<file path="config.mk">
export PLATFORM = sky130hd
export DESIGN_NAME = sigma_ch_scheduler
export DESIGN_NICKNAME = d
export VERILOG_FILES = /design/src/rtl/sigma_ch_scheduler.sv
export SDC_FILE = /design/constraint.sdc
export NUM_CORES = 1
export LEC_CHECK = 0
export CAP_MARGIN = 20
export CORE_MARGIN = 8
export CORE_UTILIZATION = 40
export CTS_CLUSTER_DIAMETER = 200
export DETAILED_ROUTE_END_ITERATION = 7
export GPL_TIMING_DRIVEN = 0
export PLACE_DENSITY = 0.74
export SLEW_MARGIN = 10
export SYNTH_ARGS = -nofsm -noshare
export SYNTH_HDL_FRONTEND = slang
export SYNTH_SLANG_ARGS = --single-unit
</file>
<file path="constraint.sdc">
create_clock -name clk -period 5.25 [get_ports clk]
set_input_delay 0.7875 -clock clk [delete_from_list [all_inputs] [get_ports clk]]
set_output_delay 0.7875 -clock clk [all_outputs]
set_load 0.03 [all_outputs]
</file>
<file path="src/rtl/sigma_ch_scheduler.sv">
// Round-robin scheduler sharing one sign-magnitude accumulator between NCH channels.
// Optional window stall timeout enabled by defining SIGMA_TIMEOUT_EN.
module sigma_ch_scheduler #(
  parameter int unsigned NCH     = 4,
  parameter int unsigned NPTS    = 16,
  parameter int unsigned DW      = 8,
  parameter int unsigned SW      = 12,
  parameter int unsigned TIMEOUT = 255
) (
  input  logic                    clk,
  input  logic                    res,
  input  logic [NCH-1:0]          req_valid,
  input  logic [NCH*DW-1:0]       req_data,
  output logic [NCH-1:0]          req_ready,
  output logic                    out_valid,
  input  logic                    out_ready,
  output logic [SW-1:0]           out_data,
  output logic [$clog2(NCH)-1:0]  out_ch,
  output logic                    busy,
  output logic                    abort
);

  localparam int unsigned CW = $clog2(NCH);
  localparam int unsigned NW = $clog2(NPTS);

  typedef enum logic [1:0] {
    IDLE  = 2'd0,
    ACCUM = 2'd1,
    OUT   = 2'd2
  } state_e;

  state_e          state_q, state_d;
  logic [CW-1:0]   grant_q, grant_d;
  logic [CW-1:0]   ptr_q, ptr_d;
  logic [SW-1:0]   sigma_q, sigma_d;
  logic [NW-1:0]   cnt_q, cnt_d;
  logic [NCH-1:0]  req_ready_q, req_ready_d;
  logic            out_valid_q, out_valid_d;
  logic [SW-1:0]   out_data_q, out_data_d;
  logic [CW-1:0]   out_ch_q, out_ch_d;
  logic            busy_q, busy_d;
  logic            abort_q, abort_d;

`ifdef SIGMA_TIMEOUT_EN
  localparam int unsigned TW = $clog2(TIMEOUT + 1);
  logic [TW-1:0]   stall_q, stall_d;
`else
  logic            unused_timeout;
  assign unused_timeout = ^TIMEOUT;
`endif

  logic [DW-1:0]   req_word [NCH];
  logic [DW-1:0]   sample_c;
  logic [SW-1:0]   mag_c;
  logic [SW-1:0]   x_c;
  logic            accept_c;
  logic            last_c;

  // First valid channel after the pointer, wrapping modulo NCH
  function automatic logic [CW-1:0] rr_pick(input logic [NCH-1:0] v, input logic [CW-1:0] p);
    logic [CW-1:0] pick;
    logic          found;
    int unsigned   idx;
    pick  = p;
    found = 1'b0;
    for (int unsigned i = 1; i <= NCH; i++) begin
      idx = (32'(p) + i) % NCH;
      if (!found && v[CW'(idx)]) begin
        pick  = CW'(idx);
        found = 1'b1;
      end
    end
    return pick;
  endfunction

  always_comb begin
    for (int i = 0; i < int'(NCH); i++) begin
      req_word[i] = req_data[i*DW +: DW];
    end
  end

  // Sign-magnitude to two's complement; 0x80 style negative zero maps to 0
  always_comb begin
    sample_c = req_word[grant_q];
    mag_c    = SW'(sample_c[DW-2:0]);
    x_c      = sample_c[DW-1] ? (SW'(0) - mag_c) : mag_c;
    accept_c = (state_q == ACCUM) && req_valid[grant_q] && req_ready_q[grant_q];
    last_c   = (cnt_q == NW'(NPTS - 1));
  end

  always_comb begin
    state_d     = state_q;
    grant_d     = grant_q;
    ptr_d       = ptr_q;
    sigma_d     = sigma_q;
    cnt_d       = cnt_q;
    out_valid_d = out_valid_q;
    out_data_d  = out_data_q;
    out_ch_d    = out_ch_q;
    abort_d     = 1'b0;
`ifdef SIGMA_TIMEOUT_EN
    stall_d     = stall_q;
`endif

    unique case (state_q)
      IDLE: begin
        if (|req_valid) begin
          grant_d = rr_pick(req_valid, ptr_q);
          sigma_d = '0;
          cnt_d   = '0;
`ifdef SIGMA_TIMEOUT_EN
          stall_d = '0;
`endif
          state_d = ACCUM;
        end
      end

      ACCUM: begin
        if (accept_c) begin
`ifdef SIGMA_TIMEOUT_EN
          stall_d = '0;
`endif
          if (last_c) begin
            out_data_d  = sigma_q + x_c;
            out_ch_d    = grant_q;
            out_valid_d = 1'b1;
            ptr_d       = grant_q;
            state_d     = OUT;
          end else begin
            sigma_d = sigma_q + x_c;
            cnt_d   = cnt_q + NW'(1);
          end
        end
`ifdef SIGMA_TIMEOUT_EN
        else if (stall_q == TW'(TIMEOUT - 1)) begin
          // Stalled window: drop partial sum, move the pointer past this channel
          stall_d = '0;
          sigma_d = '0;
          cnt_d   = '0;
          abort_d = 1'b1;
          ptr_d   = grant_q;
          state_d = IDLE;
        end else begin
          stall_d = stall_q + TW'(1);
        end
`endif
      end

      OUT: begin
        if (out_valid_q && out_ready) begin
          out_valid_d = 1'b0;
          state_d     = IDLE;
        end
      end

      default: state_d = IDLE;
    endcase

    // Ready decoded from next state so it is a pure flop output
    req_ready_d = (state_d == ACCUM) ? (NCH'(1) << grant_d) : '0;
    busy_d      = (state_d != IDLE);
  end

  always_ff @(posedge clk) begin
    if (res) begin
      state_q     <= IDLE;
      grant_q     <= '0;
      ptr_q       <= CW'(NCH - 1);
      sigma_q     <= '0;
      cnt_q       <= '0;
      req_ready_q <= '0;
      out_valid_q <= 1'b0;
      out_data_q  <= '0;
      out_ch_q    <= '0;
      busy_q      <= 1'b0;
      abort_q     <= 1'b0;
`ifdef SIGMA_TIMEOUT_EN
      stall_q     <= '0;
`endif
    end else begin
      state_q     <= state_d;
      grant_q     <= grant_d;
      ptr_q       <= ptr_d;
      sigma_q     <= sigma_d;
      cnt_q       <= cnt_d;
      req_ready_q <= req_ready_d;
      out_valid_q <= out_valid_d;
      out_data_q  <= out_data_d;
      out_ch_q    <= out_ch_d;
      busy_q      <= busy_d;
      abort_q     <= abort_d;
`ifdef SIGMA_TIMEOUT_EN
      stall_q     <= stall_d;
`endif
    end
  end

  assign req_ready = req_ready_q;
  assign out_valid = out_valid_q;
  assign out_data  = out_data_q;
  assign out_ch    = out_ch_q;
  assign busy      = busy_q;
  assign abort     = abort_q;

endmodule
</file>
---- Word level (Yosys, flattened, before mapping) ----
Index checks and enable logic that the tools add are counted.
word-level totals
  logic and storage cells ................. 101
  input port bits ......................... 39
  register bits ........................... 42
  output and inout bits ................... 21
operators by class
  equality and inequality tests ........... 9
  shifts and indexed selects .............. 1
  bitwise logic cells ..................... 2
  reductions and logical operators ........ 18
  order comparisons ....................... 6
  $add $sub $neg .......................... 7
  multiplexer cells ....................... 48
operators by type and width
  operator             count
  $mux 12              4
  $pmux 12 s2          1
  $mux 2               10
  $mux 1               18
  $bmux 8 s2           1
  $mux 8               2
  $lt 2x3->1 const B   5
  $add 12x12->12       1
  $bmux 1 s2           6
  $mux 4               3
  $ne 2x2->1 const B   5
  $pmux 4 s2           1
  $reduce_and 4->1     2
  $sub 1x7->8 const A  1
  $logic_and 1x1->1    6
  $pmux 2 s3           1
  $reduce_bool 2->1    3
  $add 2x1->2 const B  2
  $add 2x2->2 const B  2
  $add 4x1->4 const B  1
  $eq 2x1->1 const B   2
  $eq 4x4->1 const B   1
  $reduce_or 4->1      1
  $shl 1x2->4 const A  1
  other kinds (9)      11

---- Logic depth before layout (Yosys ltp) ----
  depth after elaboration ................. 22
  depth in mapped cells ................... 14
  gate-level depth less buffers ........... 13

---- Worst setup path after synthesis ----
Ideal clock, no wire load.
  kind .................................... input-to-reg
  start ................................... input port req_data[9]
  end ..................................... register out_data_q[10], in the netlist out_data[10]
  slack ................................... 1.408 ns
  cell stages on the path ................. 12
  data arrival time ....................... 3.753 ns
  library setup time ...................... 0.088 ns
  path through ............................ mux4_1 inv_1 ha_1 nand2b_1 xnor2_1 ha_1 nor2b_1 o31a_1 o41a_1 o311a_1 or3_1 a311oi_2
between the ends
  longest elaborated chain between the ends .. 6
ends and longest elaborated chain
  what                                          RTL line  text
  start, declared                               13        input logic [NCH*DW-1:0] req_data,
  $bmux 8 s2 *                                  84        sample_c = req_word[grant_q];
  $mux 8 (implied by the code) * (2 in series)  84
  $sub 1x7->8                                   86        x_c = sample_c[DW-1] ? (SW'(0) - mag_c) : mag_c;
  $mux 12 *                                     86
  $add 12x12->12 *                              124       out_data_d = sigma_q + x_c;
  end signal, assigned                          188       out_data_q <= out_data_d;
  end, declared                                 39        logic [SW-1:0] out_data_q, out_data_d;
Mark *: on every way between the ends. The rest lies on a longest branch, timed or not. The select of a mux whose other input is x is not followed.
A chain may end at the register's enable or synchronous reset.

---- Worst setup path after layout ----
  start ................................... input port req_data[8]
  end ..................................... register out_data_q[10], in the netlist out_data[10]
The elaborated chain is that of the path after synthesis.

==> flow_summary.toml <==
[global_route]
grt_max_degree = 14
grt_pass1_wl_mm = 11.8
overflow = 0
track_usage_pct = 14.8
grt_pass1_vias = 2563
antenna_found_initial = 0

[worst_hold_path]
hold_path_depth = 2
hp-class = "reg2reg"

[cts]
cts_tree = "built"
htree_levels = 2
insertion_delay_ns = 0.30
clk_path_buf_depth = 2
clock_sink_count = 42
cts_resized = 0
postCtsHoldBufs = 0
cts.clk_slew.worst_paths_ns = 0.09
cts_made_buffers = 5
cts_setup_buffers = 0
clockRootBuffer = "clkbuf_8"

[cells_and_area]
layoutNonFillerInstCount = 455
drive_gt1_share_pct = 6.40
fin_nets = 426
n_antenna_cell = 0
syn2layout_area_growth_pct = 28.6
num-fill-cells = 617
fin_util_pct = 51.9

[worst_setup_path]
crit_path_max_fanout = 6
worstPathRequired_ns = 5.47
cp_slowest_cell = "mux4_1"
worst_r2r_path_depth = 13
end_kind = "flop"
critPathTopFamily = "compound AO/OA/AOI/OAI gates"
crit_arrival_ns = 4.39
crit_buf_inv = 2
crit_chain = "clkdlybuf4s50_1 -> mux4_1 -> inv_1 -> ha_1 -> nand2b_1 -> xnor2_1 -> ha_1 -> nor2b_1 -> o31a_1 -> o41a_1 -> o311a_1 -> or3_1 -> a311oi_2"
critical_path.most_common_cell = "ha_1"
crit_cells = 13
crit_type = "in2reg"
start_kind = "input pin"
slowest_delay_ns = 0.62

[sta]
finClkSkew_ns = 0.00818
hold_ws_ns = 0.458
maxSlewViolCount = 0
rsz0062_at_grt = "false"
finalHoldViolCount = 0
fmax_mhz = 240
worst_slew_pin_slew_ns = 0.940
tns_ns = 0
period_share_pct = 79.5
setup_viol = 0
post-route-min-period_ns = 4.17
relSlewSlack_pct = 36.9

[logic_synthesis]
async_reset_ff_share_pct = 0
synth_fp_nets = 361
synth_area_leader_cell = "dfxtp_1"
synth_area_per_cell_um2 = 8.68
syn_inst = 309
synthesis.area_um2 = 2680
synth_top_area_share_pct = 31.4
ys_seq_area_share_pct = 31.4
synth-edff-count = 0
ys_top_cells_by_area = "dfxtp_1, mux4_1, ha_1, nand2_1, a21oi_1"
yosysWarnings = 0
ys.flop_type = "dfxtp_1"
synth_common_cells = "dfxtp_1, nand2_1, nor2_1, a21oi_1, o21ai_0"
synth.distinct_cells = 60
yosysMostFrequentCell = "dfxtp_1"
synth_seq_cells = 42

[die]
die_width_um = 97.9
core_area_um2 = 6640
rows = 30
ios = 60
die_y_um = 97.9
die-area_um2 = 9580
start_util_pct = 40.4

[job]
max_cap_viol_count = 0

[power_and_ir_drop]
power_uw = 751
p_per_area_nw_per_um2 = 218
ir_worst_vdd_mv = 0.151
p_leak_nw = 1.26

[route]
viasPerCell = 5.56
avgRoutedWirePerCell_um = 15.4
vias = 2528
drt_iter0_drc = 122
wirelength_mm = 7.03
drc = 0
drtPass1Iterations = 4
ant_nets = 0

[placement]
gp_congestion = 0.932
portBuffers = 58
dp_hpwl_mm = 5.43
place_inst = 447

[outcome]
status = "finished clean"
## flip-flops by register name, indices dropped and copies added (netlist names)
register	flops
out_data	12
sigma_q	12
cnt_q	4
req_ready	4
grant_q	2
out_ch	2
ptr_q	2
state_q	2
busy	1
out_valid	1
## cell type report
cell class              count  area [um^2]  area share [%]
multi-input cells         240         1720            49.8
flip-flops and latches     42          841            24.4
repair buffers             58          581            16.8
well taps                  80          100            2.90
plain buffers              16         81.3            2.36
clock buffers               6         72.6            2.10
inverters                  11         41.3            1.20
clock inverters             2         13.8           0.399
## final timing paths
check                                            endpoint                      from  slack [ns]
worst min register to register   out_data[4]$_SDFFE_PP0P_  out_data[4]$_SDFFE_PP0P_        0.46
worst max-delay path            out_data[10]$_SDFFE_PP0P_               req_data[8]        1.08
worst max register to register  out_data[10]$_SDFFE_PP0P_     grant_q[0]$_SDFF_PP0_        1.37
worst min-delay path             out_data[4]$_SDFFE_PP0P_  out_data[4]$_SDFFE_PP0P_        0.46
## logic make-up (layout without fill, tap and decap cells)
kind of cell,after synthesis,in the layout,synth area share [%]
xor gates and xnor gates,12,12,4.20
adders and majority gates,13,13,6.35
buffers and inverters,27,93,4.57
DFF,42,42,31.4
muxes,10,10,8.77
AOI/OAI and AO/OA,79,79,20.4
other,1,1,0.140
and+or+nand+nor,125,125,24.2
## per-stage QoR
| stage | area (um^2) | worst slack, ns |
|---|---|---|
| finish | 3450 | 1.08 |
| global route | 3450 | 0.879 |
| CTS | 3450 | 1.06 |
| detailed placement | 3360 | 0.754 |
| global placement | 3360 | 0.821 |
| floorplan | 2680 | 1.41 |
## metal layers
layer,global-route usage (%),share of wire (%)
met5,0,0
met4,3.84,1.5
met3,3.34,5.0
met2,26.0,49
met1,17.5,44
## tightest hold or removal path, cell delays in order (launching register included)
cell and delay [ns]:
dfxtp_1 0.32, nand2_1 0.05, a21oi_1 0.05
## placed cells by master (no fill, tap or decap), types with 2 or more instances in the layout
master / Yosys / layout
xnor2_1: 11 / 11
a22oi_1: 6 / 6
a211oi_1: 4 / 4
nand4b_1: 2 / 2
a21o_1: 3 / 3
nand3b_1: 8 / 8
a221oi_1: 2 / 2
nor2b_1: 4 / 4
a21oi_1: 23 / 23
mux4_2: 3 / 3
o21a_1: 2 / 2
nor4_1: 3 / 3
clkbuf_8: 0 / 5
clkdlybuf4s50_1: 0 / 58
o31ai_1: 3 / 3
or3_1: 8 / 8
nor3_1: 5 / 5
mux4_1: 6 / 6
clkbuf_1: 11 / 12
o21ai_0: 14 / 14
nor2_1: 29 / 29
buf_2: 2 / 2
nand2_1: 37 / 37
or2_2: 2 / 2
buf_6: 2 / 2
ha_1: 12 / 12
and3_1: 2 / 2
a221o_1: 2 / 2
inv_1: 11 / 11
nand3_1: 7 / 7
o211ai_1: 2 / 2
dfxtp_1: 42 / 42
nand2b_1: 7 / 7
o22ai_1: 2 / 2
nor3b_1: 5 / 5
## where the power goes
| group | internal (mW) | total [mW] | switching [mW] |
|---|---|---|---|
| logic | 0.0982 | 0.206 | 0.108 |
| clock network | 0.0941 | 0.215 | 0.121 |
| registers | 0.324 | 0.329 | 0.00460 |
| total | 0.517 | 0.751 | 0.234 |
(Power assumes the default switching activity.)
